### src/rtl/elbeth_mem_pkg.sv
// Shared types and constants for the elbeth data-memory port B arbiter.
package elbeth_mem_pkg;

   localparam int unsigned DEF_AW = 32;
   localparam int unsigned DEF_DW = 32;
   localparam int unsigned DEF_BW = DEF_DW / 8;

   localparam logic REQ_CORE = 1'b0;
   localparam logic REQ_DMA  = 1'b1;

   typedef enum logic [1:0] {
      IDLE,
      OWN0,
      OWN1
   } state_e;

endpackage

### src/rtl/ram_portb_arbiter.sv
// Two-requester arbiter for RAM port B with registered command and routed read data.
// Optional round-robin conflict resolution with `define ARB_ROUND_ROBIN_EN.
module ram_portb_arbiter
   import elbeth_mem_pkg::*;
#(
   parameter int unsigned AW = DEF_AW,
   parameter int unsigned DW = DEF_DW,
   parameter int unsigned BW = DEF_BW
) (
   input  logic          clk,
   input  logic          rst,
   input  logic          req0,
   input  logic          req1,
   input  logic [BW-1:0] we0,
   input  logic [BW-1:0] we1,
   input  logic [AW-1:0] addr0,
   input  logic [AW-1:0] addr1,
   input  logic [DW-1:0] wdata0,
   input  logic [DW-1:0] wdata1,
   input  logic          lock0,
   input  logic          lock1,
   output logic          gnt0,
   output logic          gnt1,
   output logic          rvalid0,
   output logic          rvalid1,
   output logic [DW-1:0] rdata0,
   output logic [DW-1:0] rdata1,
   output logic          enb,
   output logic [BW-1:0] web,
   output logic [AW-1:0] addrb,
   output logic [DW-1:0] dinb,
   input  logic [DW-1:0] doutb
);

   state_e     state;
   logic       lock_q;
   logic       tag_q;
   logic       prio;
   logic       own0;
   logic       own1;
   logic [1:0] win;

   // Locked owner first, then conflict resolution by prio (requester index that wins ties).
   function automatic logic [1:0] pick(input logic r0, input logic r1, input logic o0,
                                       input logic o1, input logic pr);
      if (o0) return 2'b01;
      if (o1) return 2'b10;
      if (r0 && r1) return pr ? 2'b10 : 2'b01;
      return {r1, r0};
   endfunction

`ifdef ARB_ROUND_ROBIN_EN
   logic ptr_q;
   logic contested;
   assign prio      = ptr_q;
   assign contested = req0 && req1 && !own0 && !own1;
`else
   assign prio = REQ_CORE;
`endif

   always_comb begin
      own0 = lock_q && (state == OWN0) && req0;
      own1 = lock_q && (state == OWN1) && req1;
      win  = pick(req0, req1, own0, own1, prio);
   end

   assign rdata0 = doutb;
   assign rdata1 = doutb;

   always_ff @(posedge clk or posedge rst) begin
      if (rst) begin
         state   <= IDLE;
         lock_q  <= 1'b0;
         tag_q   <= REQ_CORE;
         gnt0    <= 1'b0;
         gnt1    <= 1'b0;
         rvalid0 <= 1'b0;
         rvalid1 <= 1'b0;
         enb     <= 1'b0;
         web     <= '0;
         addrb   <= '0;
         dinb    <= '0;
`ifdef ARB_ROUND_ROBIN_EN
         ptr_q   <= REQ_CORE;
`endif
      end else begin
         gnt0    <= win[0];
         gnt1    <= win[1];
         enb     <= |win;
         // Read issued last cycle: RAM answers now, steer by the owner tag.
         rvalid0 <= enb && (web == '0) && (tag_q == REQ_CORE);
         rvalid1 <= enb && (web == '0) && (tag_q == REQ_DMA);
         if (win[0]) begin
            web    <= we0;
            addrb  <= addr0;
            dinb   <= wdata0;
            tag_q  <= REQ_CORE;
            state  <= OWN0;
            lock_q <= lock0;
         end else if (win[1]) begin
            web    <= we1;
            addrb  <= addr1;
            dinb   <= wdata1;
            tag_q  <= REQ_DMA;
            state  <= OWN1;
            lock_q <= lock1;
         end else begin
            web    <= '0;
            state  <= IDLE;
            lock_q <= 1'b0;
         end
`ifdef ARB_ROUND_ROBIN_EN
         if (contested) ptr_q <= win[0];
`endif
      end
   end

endmodule

### config.mk
export PLATFORM = sky130hd
export DESIGN_NAME = ram_portb_arbiter
export DESIGN_NICKNAME = d
export VERILOG_FILES = /design/src/rtl/elbeth_mem_pkg.sv /design/src/rtl/ram_portb_arbiter.sv
export SDC_FILE = /design/constraint.sdc
export NUM_CORES = 1
export LEC_CHECK = 0
export BUFFER_PORTS_ARGS = -buffer_cell sky130_fd_sc_hd__buf_2
export CAP_MARGIN = 20
export CORE_AREA = 3 3 119 121
export CTS_BUF_LIST = sky130_fd_sc_hd__clkbuf_4
export DETAILED_ROUTE_END_ITERATION = 12
export DIE_AREA = 0 0 122 124
export PLACE_DENSITY = 0.62
export SYNTH_ARGS = -nofsm -noshare
export SYNTH_HDL_FRONTEND = slang
export SYNTH_SLANG_ARGS = --single-unit
### constraint.sdc
create_clock -name clk -period 3.1 [get_ports clk]
set_input_delay 0.31 -clock clk [delete_from_list [all_inputs] [get_ports clk]]
set_output_delay 0.31 -clock clk [all_outputs]
set_load 0.005 [all_outputs]
==> results.sh <==
export IMPL_outcome="finished clean"
export IMPL_synth_area_mm2=0.00369
export IMPL_worstHoldPathCells=2
export IMPL_cts_root_buf="clkbuf_4"
export IMPL_wirelength_um=10800
export IMPL_via_per_inst=4.61
export IMPL_clock_sinks=76
export IMPL_wl_per_cell_um=17.0
export IMPL_startpoint_type="register"
export IMPL_antenna_found_initial=0
export IMPL_grt_pass1_vias=3159
export IMPL_die_y_um=124
export IMPL_cts_tree="yes"
export IMPL_portBuffers=214
export IMPL_synth_fp_nets=483
export IMPL_slowest_delay_ps=620
export IMPL_drc=0
export IMPL_cp_slowest_cell="and2_2"
export IMPL_period_needed_ps=1960
export IMPL_critPathBufInv=1
export IMPL_drv_slew=0
export IMPL_yosysSeqAreaShare_pct=51.6
export IMPL_clock_latency_ps=450
export IMPL_ant_nets=0
export IMPL_syn_avg_cell_area_um2=11.9
export IMPL_synth_cell_types=17
export IMPL_gr_usage_all_layers_pct=14.1
export IMPL_timing_final_crit_share_pct=63.3
export IMPL_drt_iter0_drc=100
export IMPL_h_tree_depth=3
export IMPL_ios=311
export IMPL_cts_setup_buffers=0
export IMPL_final_nets=629
export IMPL_die_area_mm2=0.0151
export IMPL_drive_above_1_share_pct=52.2
export IMPL_cp_top_family="simple AND/OR/NAND/NOR gates"
export IMPL_place_gp_congestion=0.737
export IMPL_ff2ff_path_depth=4
export IMPL_worst_pin_slew_ps=842
export IMPL_core_area_mm2=0.0132
export IMPL_yosysWarnings=0
export IMPL_cp_end_kind="register"
export IMPL_setup_violations=0
export IMPL_clkTransAtPathRegs_ps=140
export IMPL_hpwl_um=8260
export IMPL_clock_path_buffers=2
export IMPL_cp_arrival_ps=2340
export IMPL_synthCells=309
export IMPL_maxCapViolCount=0
export IMPL_finalSetupTns_ps=0
export IMPL_grt_pass1_wl_um=16400
export IMPL_dp_cells=618
export IMPL_dr_pass1_iters=4
export IMPL_crit_type="reg2reg"
export IMPL_leakagePower_nw=2.37
export IMPL_crit_required_ps=3480
export IMPL_syn2layout_area_growth_pct=25.4
export IMPL_antenna_cells=0
export IMPL_cellPowerDensity_mw_per_mm2=503
export IMPL_synth_seq_cells=76
export IMPL_max_slew_margin_pct=43.7
export IMPL_fin_cells=636
export IMPL_dieWidth_um=122
export IMPL_path_cells="nand4b_1, and2_2, buf_4, a221o_1"
export IMPL_vias=2934
export IMPL_hp_class="in2reg"
export IMPL_overflow=0
export IMPL_timing_fmax_ghz=0.510
export IMPL_cts_buffers=9
export IMPL_hold_viol_final=0
export IMPL_irDropWorstVdd_v=0.000261
export IMPL_cp_depth=4
export IMPL_rsz0062_at_grt="no"
export IMPL_rows=42
export IMPL_grt_max_degree=63
export IMPL_path_max_fanout=37
export IMPL_clock_skew_ps=25.5
export IMPL_start_util_pct=27.9
==> cells in the final DEF (no fill, tap or decap) <==
cell,synthesis,layout
a221o_1,64,64
o21ai_4,0,1
and2_1,65,64
clkinvlp_4,0,2
bufinv_16,0,3
a22o_1,5,5
dfrtp_1,76,76
inv_6,0,2
nor4_1,1,1
buf_2,7,214
and2_2,0,1
clkbuf_4,0,9
nor2_4,0,1
buf_4,64,5
o21ai_0,1,1
dlygate4sd3_1,0,1
nor2_1,3,2
inv_1,4,3
nand2_1,1,1
clkinv_2,0,1
buf_12,0,1
nand4b_1,1,1
a21oi_1,1,1
==> where the power goes <==
part	leakage, nW	internal (mW)	switching (mW)
Clock	0.0932	0.413	0.372
Sequential	0.924	1.09	0.0476
Combinational	1.35	0.223	0.184
==> worst register-to-register path, cell delays in order, from the launching register on <==
cell      delay, ps
dfrtp_1         390
nand4b_1        170
and2_2          620
buf_4           480
a221o_1         220
==> cells by family (layout without fill, tap and decap cells) <==
kind of cell	after synthesis	in the layout	synth area share [%]
buffers and inverters	90	241	17.6
DFF	76	76	51.6
AOI/OAI and AO/OA	72	72	19.0
and+or+nand+nor	71	71	11.8
==> timing repair <==
action | in CTS | in global routing
hold endpoints to repair | 0 | 20
resized for setup | 0 | 0
hold buffers | 0 | 1
==> cell usage after synthesis, drive strengths merged <==
cell type  count  area [µm²]
dfrtp         76        1900
buf           79         606
nand2          1        3.75
a21oi          1        5.00
and2          65         407
clkbuf         7        27.5
nor2           3        11.3
a22o           5        43.8
a221o         64         641
nor4           1        6.26
o21ai          2        10.0
nand4b         1        8.76
inv            4        15.0
==> stage by stage <==
| stage | hold slack [ps] | instance area [µm²] | setup slack, ps | total power, mW | utilization (%) |
|---|---|---|---|---|---|
| 6_report | 68.9 | 4620 | 1140 | 2.33 | 35.1 |
| 5_1_grt | 4.51 | 4620 | 889 | 2.47 | 35.1 |
| 4_1_cts | 1.25 | 4590 | 1080 | 2.37 | 34.8 |
| 3_5_place_dp | 423 | 4400 | 1050 | 1.56 | 33.4 |
| 3_3_place_gp | 409 | 4400 | 1100 | 1.55 | 33.4 |
| 2_1_floorplan | 402 | 3690 | 852 | 1.40 | - |
==> metal layers <==
layer | vias to the layer above | global-route usage [%] | wire length [µm]
met4 | 0 | 8.47 | 395
met5 | - | 0 | 0
met1 | 1404 | 16.4 | 4230
met3 | 52 | 3.77 | 958
met2 | 126 | 23.5 | 5230
li1 | 1352 | - | -
==> final cells by class <==
class	count	area (µm²)
Fill cell	1368	8570
Sequential cell	76	1900
Multi-Input combinational cell	143	1160
Timing Repair Buffer	221	1140
Tap cell	176	220
Clock inverter	7	123
Clock buffer	9	67.6
Inverter	4	16.3
==> state kept, by name, indices dropped and copies added, names as in the netlist <==
name / cells
dinb: 32
gnt1: 1
rvalid0: 1
rvalid1: 1
state: 2
lock_q: 1
web: 4
addrb: 32
tag_q: 1
enb: 1
==> path summary, 6_finish.rpt <==
path                                 end  startpoint  slack, ps
worst max register to register  dinb[17]      lock_q       1140
worst min register to register   rvalid0       tag_q        440
min in group asynchronous       dinb[20]         rst        380
max in group asynchronous       addrb[6]         rst       1910
worst min-delay path              web[3]      we0[3]         70
worst max-delay path            dinb[17]      lock_q       1140
No activity file was read; power rests on OpenSTA's default activity.
